File: config.mk
export PLATFORM = sky130hd
export DESIGN_NAME = array_9_port_ctrl
export DESIGN_NICKNAME = d
export VERILOG_FILES = /design/src/rtl/array_9_port_ctrl.sv
export SDC_FILE = /design/constraint.sdc
export NUM_CORES = 1
export LEC_CHECK = 0
export ABC_CLOCK_PERIOD_IN_PS = 1860
export CORE_MARGIN = 2
export CORE_UTILIZATION = 41
export CTS_CLUSTER_SIZE = 24
export DETAILED_ROUTE_END_ITERATION = 6
export PLACE_DENSITY_LB_ADDON = 0.3
export SETUP_SLACK_MARGIN = 0.15
export SYNTH_ARGS = -nofsm -noshare
export SYNTH_HDL_FRONTEND = slang
export SYNTH_SLANG_ARGS = --single-unit
File: constraint.sdc
create_clock -name clock -period 1.86 [get_ports clock]
set_input_delay 0.279 -clock clock [delete_from_list [all_inputs] [get_ports clock]]
set_output_delay 0.279 -clock clock [all_outputs]
set_load 0.02 [all_outputs]
File: src/rtl/array_9_port_ctrl.sv
// ============================================================================
// Module      : array_9_port_ctrl
// Description : SRAM port controller. It runs a zero-fill sweep after reset,
//               then serves read and write requests and returns reads through
//               a response FIFO. Optional macro: ARRAY_9_RW_BYPASS_EN.
// Revision    : 1.0 - initial release
// ============================================================================
`default_nettype none

module array_9_port_ctrl #(
    parameter int ADDR_W     = 9,
    parameter int DATA_W     = 13,
    parameter int DEPTH      = 512,
    parameter int RESP_DEPTH = 3
) (
    input  logic              clock,
    input  logic              reset_n,
    input  logic              rd_req_valid,
    output logic              rd_req_ready,
    input  logic [ADDR_W-1:0] rd_req_addr,
    output logic              rd_resp_valid,
    input  logic              rd_resp_ready,
    output logic [DATA_W-1:0] rd_resp_data,
    input  logic              wr_req_valid,
    output logic              wr_req_ready,
    input  logic [ADDR_W-1:0] wr_req_addr,
    input  logic [DATA_W-1:0] wr_req_data,
    output logic              init_done,
    output logic              sram_r_en,
    output logic [ADDR_W-1:0] sram_r_addr,
    input  logic [DATA_W-1:0] sram_r_data,
    output logic              sram_w_en,
    output logic [ADDR_W-1:0] sram_w_addr,
    output logic [DATA_W-1:0] sram_w_data
);

    localparam int c_ptr_w = (RESP_DEPTH > 1) ? $clog2(RESP_DEPTH) : 1;
    localparam int c_cnt_w = $clog2(RESP_DEPTH + 1);
    localparam logic [ADDR_W-1:0]  c_last_addr  = ADDR_W'(DEPTH - 1);
    localparam logic [c_cnt_w:0]   c_resp_depth = (c_cnt_w + 1)'(RESP_DEPTH);
    localparam logic [c_ptr_w-1:0] c_last_ptr   = c_ptr_w'(RESP_DEPTH - 1);

    typedef enum logic [1:0] {
        S_IDLE = 2'd0,
        S_INIT = 2'd1,
        S_RUN  = 2'd2
    } state_t;

    state_t              r_state;
    logic [ADDR_W-1:0]   r_sweep;
    logic                r_pend;
    logic [DATA_W-1:0]   r_q_mem [RESP_DEPTH];
    logic [c_ptr_w-1:0]  r_wptr;
    logic [c_ptr_w-1:0]  r_rptr;
    logic [c_cnt_w-1:0]  r_count;

    logic                w_run;
    logic                w_init;
    logic                w_collide;
    logic                w_rd_block;
    logic [c_cnt_w:0]    w_occ;
    logic                w_rd_fire;
    logic                w_wr_fire;
    logic                w_push;
    logic                w_pop;
    logic [DATA_W-1:0]   w_push_data;

    function automatic logic [c_ptr_w-1:0] f_next(input logic [c_ptr_w-1:0] p);
        return (p == c_last_ptr) ? '0 : p + 1'b1;
    endfunction

    assign w_run     = (r_state == S_RUN);
    assign w_init    = (r_state == S_INIT);
    assign w_collide = wr_req_valid && (wr_req_addr == rd_req_addr);

    // Occupancy counts reads already issued to the SRAM so the queue can never overflow.
    assign w_occ = {1'b0, r_count} + {{c_cnt_w{1'b0}}, r_pend};

`ifdef ARRAY_9_RW_BYPASS_EN
    logic              r_byp_valid;
    logic [DATA_W-1:0] r_byp_data;

    assign w_rd_block  = 1'b0;
    assign w_push_data = r_byp_valid ? r_byp_data : sram_r_data;

    always_ff @(posedge clock or negedge reset_n) begin
        if (!reset_n) begin
            r_byp_valid <= 1'b0;
            r_byp_data  <= '0;
        end else begin
            r_byp_valid <= w_rd_fire && w_collide;
            r_byp_data  <= wr_req_data;
        end
    end
`else
    assign w_rd_block  = w_collide;
    assign w_push_data = sram_r_data;
`endif

    assign rd_req_ready = w_run && (w_occ < c_resp_depth) && !w_rd_block;
    assign wr_req_ready = w_run;
    assign init_done    = w_run;
    assign w_rd_fire    = rd_req_valid && rd_req_ready;
    assign w_wr_fire    = w_run && wr_req_valid;

    assign sram_r_en    = w_rd_fire;
    assign sram_r_addr  = w_rd_fire ? rd_req_addr : '0;
    assign sram_w_en    = w_init || w_wr_fire;
    assign sram_w_addr  = w_init ? r_sweep : (w_wr_fire ? wr_req_addr : '0);
    assign sram_w_data  = w_wr_fire ? wr_req_data : '0;

    assign w_push        = r_pend;
    assign w_pop         = (r_count != '0) && rd_resp_ready;
    assign rd_resp_valid = (r_count != '0);
    assign rd_resp_data  = rd_resp_valid ? r_q_mem[r_rptr] : '0;

    always_ff @(posedge clock or negedge reset_n) begin
        if (!reset_n) begin
            r_state <= S_IDLE;
            r_sweep <= '0;
        end else begin
            case (r_state)
                S_IDLE: begin
                    r_state <= S_INIT;
                    r_sweep <= '0;
                end
                S_INIT: begin
                    if (r_sweep == c_last_addr) begin
                        r_state <= S_RUN;
                        r_sweep <= '0;
                    end else begin
                        r_sweep <= r_sweep + 1'b1;
                    end
                end
                S_RUN:   r_state <= S_RUN;
                default: r_state <= S_IDLE;
            endcase
        end
    end

    // SRAM data for a read fired last cycle is valid now and is captured this cycle.
    always_ff @(posedge clock or negedge reset_n) begin
        if (!reset_n) begin
            r_pend  <= 1'b0;
            r_wptr  <= '0;
            r_rptr  <= '0;
            r_count <= '0;
        end else begin
            r_pend <= w_rd_fire;
            if (w_push) r_wptr <= f_next(r_wptr);
            if (w_pop)  r_rptr <= f_next(r_rptr);
            case ({w_push, w_pop})
                2'b10:   r_count <= r_count + 1'b1;
                2'b01:   r_count <= r_count - 1'b1;
                default: r_count <= r_count;
            endcase
        end
    end

    always_ff @(posedge clock) begin
        if (w_push) r_q_mem[r_wptr] <= w_push_data;
    end

endmodule

`default_nettype wire

==> results.tsv, run 1 <==
metric	value	unit
status	finished with violations	
failing checks	negative setup slack	
Synth Register Bits	57	
clk slew on worst S/H paths	70	ps
maxcap violations	0	
Routed WL per cell	15.79	um
Tmin final	2239	ps
Lkg Pwr	0.002235	uW
critical setup path kind	reg -> out	
Synth Net Count	330	
post-layout instance area	5082	um^2
most frequent cell after synthesis	nor2_1	
hold buffers post-CTS	0	
insertion delay to the later sink of the worst-skew pair	330	ps
YS warnings	0	
endpoint type of the worst setup path	output pin	
Initial Util	41.96	%
worst reg2reg setup slack	0	ps
Die Span Y	87.16	um
dpl cell area	4257	um^2
endpoints failing setup	35	
register area share after synthesis	57.19	%
part of the power in combinational logic	43.7	%
post-synthesis async set-or-reset flop share	31.58	%
Synth Cell Area	2835	um^2
die area	7596	um^2
Core Area	6756	um^2
area leader, netlist	edfxtp_1	
CP required	1580	ps
final net count	497	
switching power total	1436	uW
vias in the first global route	2611	
cells on worst reg2reg path	8	
dominant cells by area after synthesis	edfxtp_1 41%, dfrtp_1 16%, nor2_1 6.1%	
Final Hold Viols	0	
fin crit share	120.4	%
RSZ-0062 raised after global routing	yes	
TritonCTS Buffers	9	
Ports	99	
Slew @ Worst Pin	410.5	ps
Worst Path Max Fanout	5	
clock sink count	57	
crit path DAT	1960	ps
Rows	30	
peak supply drop	0.4188	mV
routability cong.	0.8218	
Syn Inst Count	273	
clk_skew	6.420	ps
DRT Wirelength	8289	um
Setup WS post-layout	-378.5	ps
Flop pwr share	33.4	%
DP HPWL	5125	um
clock group share of total power	22.9	%
worst reg2reg endpoint	r_sweep[6]	
crit path cell chain	ha_2 > ha_4 > and2b_1 > and3_4 > o31ai_4 > clkbuf_16 > nor2_4 > buf_6	
H-tree Lvls	3	
post-route ant nets	0	
distinct cell type count after synthesis	32	
CTS root buf	clkbuf_8	
sw frac	33.11	%
die width	87.16	um
port bufs	98	
area delta synth->final	79.26	%
ratio of cells with drive above 1 in the final layout	44.94	%
Synth Area per Inst	10.39	um^2
post-synth top area share	41.31	%
most frequent cells after synthesis	46 x nor2_1, 39 x edfxtp_1, 32 x nand2_1	
initial DRC count	82	
worst r2r src	r_sweep[1]	
slowest CP cell	dfrtp_1	
grt total ovfl	0	
Pwr per Cell Area	853.3	nW/um^2
worst min path class	in -> async	
number of synthesized flops with an enable pin	39	
ys flop type	edfxtp_1	
Slew Viols, Final	0	
Pre-antenna DRT Iters	4	
Tot GR Track Use	20.98	%
Via density	5.090	
number of diodes	0	
CTS Buffer Depth	2	
CP startpoint kind	flop	
initial antenna violation count	0	
first-pass GRT wire length	12120	um
Fmax	446.7	MHz
vias	2672	
CTS tree	done	
normalized max-slew margin	72.49	%
Int Pwr	2901	uW
Setup TNS Final	-4800	ps
DR DRC count	0	
Slowest Stage Delay on Critical Path	400	ps
largest net degree at the start of global routing	27	
repair_timing:
| item | CTS | global route |
|---|---|---|
| setup endpoints to repair | 58 | 61 |
| pin swaps | 8 | 21 |
| buffers inserted | 21 | 14 |
| resized for setup | 308 | 62 |
| cloned | 3 | 0 |
placed cells by master (no fill, tap or decap), drive strengths merged:
cell / netlist / layout
buf: 9 / 119
nor2: 46 / 46
clkdlybuf4s50: 0 / 40
edfxtp: 39 / 39
nand2: 32 / 32
o21ai: 22 / 22
dfrtp: 18 / 18
and3: 18 / 18
inv: 15 / 15
a21oi: 13 / 13
mux2i: 13 / 13
xnor2: 12 / 12
clkbuf: 4 / 10
dlymetal6s2s: 0 / 8
ha: 8 / 8
nand4: 4 / 4
clkinv: 0 / 4
clkinvlp: 0 / 3
nand2b: 2 / 3
nor3: 2 / 2
a22o: 2 / 2
a21o: 2 / 2
o31ai: 2 / 2
and2: 1 / 1
and2b: 1 / 1
nor3b: 1 / 1
or2: 1 / 1
o22ai: 1 / 1
nor2b: 1 / 1
a31oi: 1 / 1
nand3: 1 / 1
mux2: 1 / 1
xor2: 1 / 1
layout make-up:
| class | count | area (um^2) |
|---|---|---|
| Timing Repair Buffer | 168 | 1708 |
| Fill cell | 444 | 1674 |
| Sequential cell | 57 | 1622 |
| Multi-Input combinational cell | 189 | 1414 |
| Clock buffer | 9 | 123.9 |
| Tap cell | 80 | 100.1 |
| Inverter | 15 | 68.82 |
| Clock inverter | 7 | 46.29 |
routing by layer:
layer	part of all wire, %	track usage [%]
met4	2.4	9.091
met1	39	23.19
met5	0	0
met2	50	36.71
met3	7.8	7.014
sequential cells by signal, summed over array words and instances, names as in the netlist:
name,count
r_count,2
r_q_mem,39
r_sweep,9
r_pend,1
r_wptr,2
r_state,2
r_rptr,2
cells by family (layout without fill, tap and decap cells):
family / after synthesis / after routing / share of synthesized area (%)
simple gates: 110 / 111 / 17.34
flops: 57 / 57 / 57.19
compound gates: 43 / 43 / 8.782
buf+inv: 28 / 199 / 4.148
mux: 14 / 14 / 4.987
xor+xnor: 13 / 13 / 4.016
fa+ha+maj: 8 / 8 / 3.531
metrics by stage:
stage	hold WS (ps)	power (uW)	setup WS [ps]	std cells	utilization, %
floorplan	-16.59	2271	15.67	273	-
global placement	508.8	2948	-582.4	471	63.00
detailed placement	514.4	2979	-641.9	471	63.00
CTS	274.2	4101	-388.0	511	70.98
global route	297.7	4539	-437.0	525	75.22
finish	284.8	4337	-378.5	525	75.22
worst max-delay path by stage:
stage                              start        endpoint  slack (ps)  cells after the start
after CTS                     r_count[0]  sram_r_addr[5]        -390                      8
after global routing              r_pend  sram_r_addr[1]        -440                      8
after global placement    wr_req_addr[7]  sram_r_addr[7]        -580                      7
after detailed placement  wr_req_addr[7]       sram_r_en        -640                      7
final                         r_count[0]  sram_r_addr[3]        -380                      8
after floorplan               r_sweep[0]      r_sweep[3]          20                     10
worst max-delay path: cells and delay by family (launching register included):
family          cells  cell delay [ps]
buf+inv             2              310
fa+ha+maj           2              340
flops               1              400
simple gates        3              490
compound gates      1               90
power by group through the flow:
stage	clock network, uW	logic, uW	registers, uW
2_1_floorplan	0	815	1460
5_1_grt	1060	2020	1450
3_3_place_gp	0	1490	1460
3_5_place_dp	0	1510	1470
6_report	993	1900	1450
4_1_cts	1010	1650	1440
(Power assumes the default switching activity.)
==> run 2, diff against run 1 <==
Settings changed: CORE_UTILIZATION 41 to 40, PLACE_DENSITY from default to 0.8, PLACE_DENSITY_LB_ADDON 0.3 to default.
==> results.tsv, run 2 (synthesized netlist as in run 1, its figures left out) <==
metric	value	unit
Via density	5.006	
slowest CP cell	dfrtp_1	
Fmax	456.7	MHz
TritonCTS Buffers	9	
crit path cell chain	ha_2 > ha_4 > and2b_1 > and3_4 > o31ai_4 > buf_6 > nor2_4 > buf_6	
Final Power	4508	uW
WL met1	3240	um
Flop pwr share	32.1	%
Pre-antenna DRT Iters	6	
Slowest Stage Delay on Critical Path	390	ps
failing checks	negative setup slack	
CP startpoint kind	flop	
crit path DAT	1910	ps
dpl cell area	4222	um^2
fin crit share	117.7	%
largest net degree at the start of global routing	27	
Die Span Y	88.19	um
number of diodes	0	
Setup WS post-layout	-329.5	ps
post-route ant nets	0	
crit-path most repeated cell	buf_6	
DRT Wirelength	8642	um
final-layout fill cell count	438	
CTS root buf	clkbuf_8	
clk_skew	9.335	ps
normalized max-slew margin	81.36	%
critical setup path kind	reg -> out	
Worst Path Max Fanout	6	
CP required	1580	ps
Slew Viols, Final	0	
initial DRC count	80	
Rows	30	
Core Area	6832	um^2
final net count	489	
DP HPWL	5200	um
insertion delay to the later sink of the worst-skew pair	330	ps
worst min path class	in -> async	
Lkg Pwr	0.002146	uW
ratio of cells with drive above 1 in the final layout	46.45	%
met2 WL	4394	um
part of the power in combinational logic	38.0	%
Tot GR Track Use	21.91	%
endpoint type of the worst setup path	output pin	
final core occ	74.62	%
Top reg by flops	r_q_mem	
port bufs	98	
Pwr per Cell Area	884.4	nW/um^2
Final Hold Viols	0	
Tmin final	2189	ps
Max Used Layer	met4	
die width	88.19	um
sw frac	30.19	%
clock group share of total power	29.9	%
first-pass GRT wire length	12740	um
DR DRC count	0	
switching power total	1361	uW
routability cong.	0.8209	
peak supply drop	0.4518	mV
vias	2668	
top flop regs	r_q_mem: 39 flops, r_sweep: 9 flops	
Slew @ Worst Pin	279.6	ps
most frequent cells in the layout	53 x buf_6, 49 x buf_4, 40 x clkdlybuf4s50_1, 39 x edfxtp_1, 32 x nor2_1	
die area	7777	um^2
clk slew on worst S/H paths	60	ps
H-tree Lvls	3	
vias in the first global route	2670	
max FFs per register	39	
initial antenna violation count	0	
met3 wire length	731	um
status	finished with violations	
endpoints failing setup	22	
Routed WL per cell	16.21	um
area delta synth->final	79.79	%
grt total ovfl	0	
Initial Util	41.50	%
Int Pwr	3147	uW
maxcap violations	0	
commonest non-fill, non-tap cell in the layout	buf_6	
clock sink count	57	
RSZ-0062 raised after global routing	yes	
CTS Buffer Depth	2	
Ports	99	
CTS tree	done	
post-layout instance area	5097	um^2
-- run 2: changes by cell type in the layout (fill, tap and decap cells not counted), moves of 3 or more --
cell	change
nand2_2	+8
dlygate4sd2_1	+8
bufinv_16	+3
nand2_1	-9
o21ai_4	+3
nor2_4	+3
buf_12	-4
and3_4	+3
dlymetal6s2s_1	-8
and3_1	-3
nor2_2	-4
-- run 2: timing repair --
item / CTS / global route
setup buffers: 16 / 13
endpoints found under the setup margin: 58 / 60
resized for setup: 329 / 61
pin swaps: 10 / 23
cloned: 4 / 1
hold buffers: 0 / 0
-- run 2: area by class of cell --
type                    instances  area [um^2]  share of cell area [%]
repair buffers                159         1558                   30.56
clock inverters                 6        106.4                   2.086
inverters                      15        56.30                   1.105
clock buffers                  10        127.6                   2.504
multi-input cells             190         1508                   29.58
well taps                      96        120.1                   2.356
flip-flops and latches         57         1622                   31.81
-- run 2: per-stage QoR --
step / hold slack (ps) / TNS (ps) / instances / setup WS, ps
6_report: 282.2 / -4098 / 533 / -329.5
5_1_grt: 289.9 / -6599 / 533 / -418.1
4_1_cts: 269.8 / -3917 / 519 / -337.7
3_5_place_dp: 528.6 / -12520 / 483 / -591.5
3_3_place_gp: 507.2 / -12220 / 483 / -574.8
2_1_floorplan: -16.59 / 0 / 273 / 15.67
-- run 2: path summary, 6_finish.rpt --
| kind | from | to | slack [ps] | cells after the start |
|---|---|---|---|---|
| max reg2reg | r_sweep[1] | r_sweep[4] | 0 | 9 |
| min | reset_n | r_sweep[3] | 280 | 2 |
| min in group clock | sram_r_data[2] | r_q_mem[0][2] | 560 | 1 |
| max | r_pend | sram_r_addr[3] | -330 | 8 |
| max in group asynchronous | reset_n | r_rptr[1] | 1360 | 2 |
| min reg2reg | r_rptr[1] | r_rptr[1] | 570 | 2 |
-- run 2: metal layers --
layer,global-route usage [%],up-vias
met3,7.069,23
met1,24.98,1228
met5,0,-
li1,-,1271
met4,9.366,0
met2,37.73,146
-- run 2: critical path: cells and delay by family (launching register included) --
family,cells,cell delay (ps)
and+or+nand+nor,3,480
buffers and inverters,2,290
AOI/OAI and AO/OA,1,80
DFF,1,390
adders and majority gates,2,350
-- run 2: power by group through the flow --
stage               logic, uW  registers, uW  clock network [uW]
floorplan                 815           1460                   0
global placement         1470           1460                   0
detailed placement       1500           1470                   0
CTS                      1580           1450                1390
global route             1840           1450                1440
finish                   1710           1450                1350
==> run 3, diff against run 2 <==
Settings changed: HOLD_SLACK_MARGIN from default to 0.1.
==> results of run 3 <==
Same layout as run 2: the final DEF is identical, and so are final timing and power.
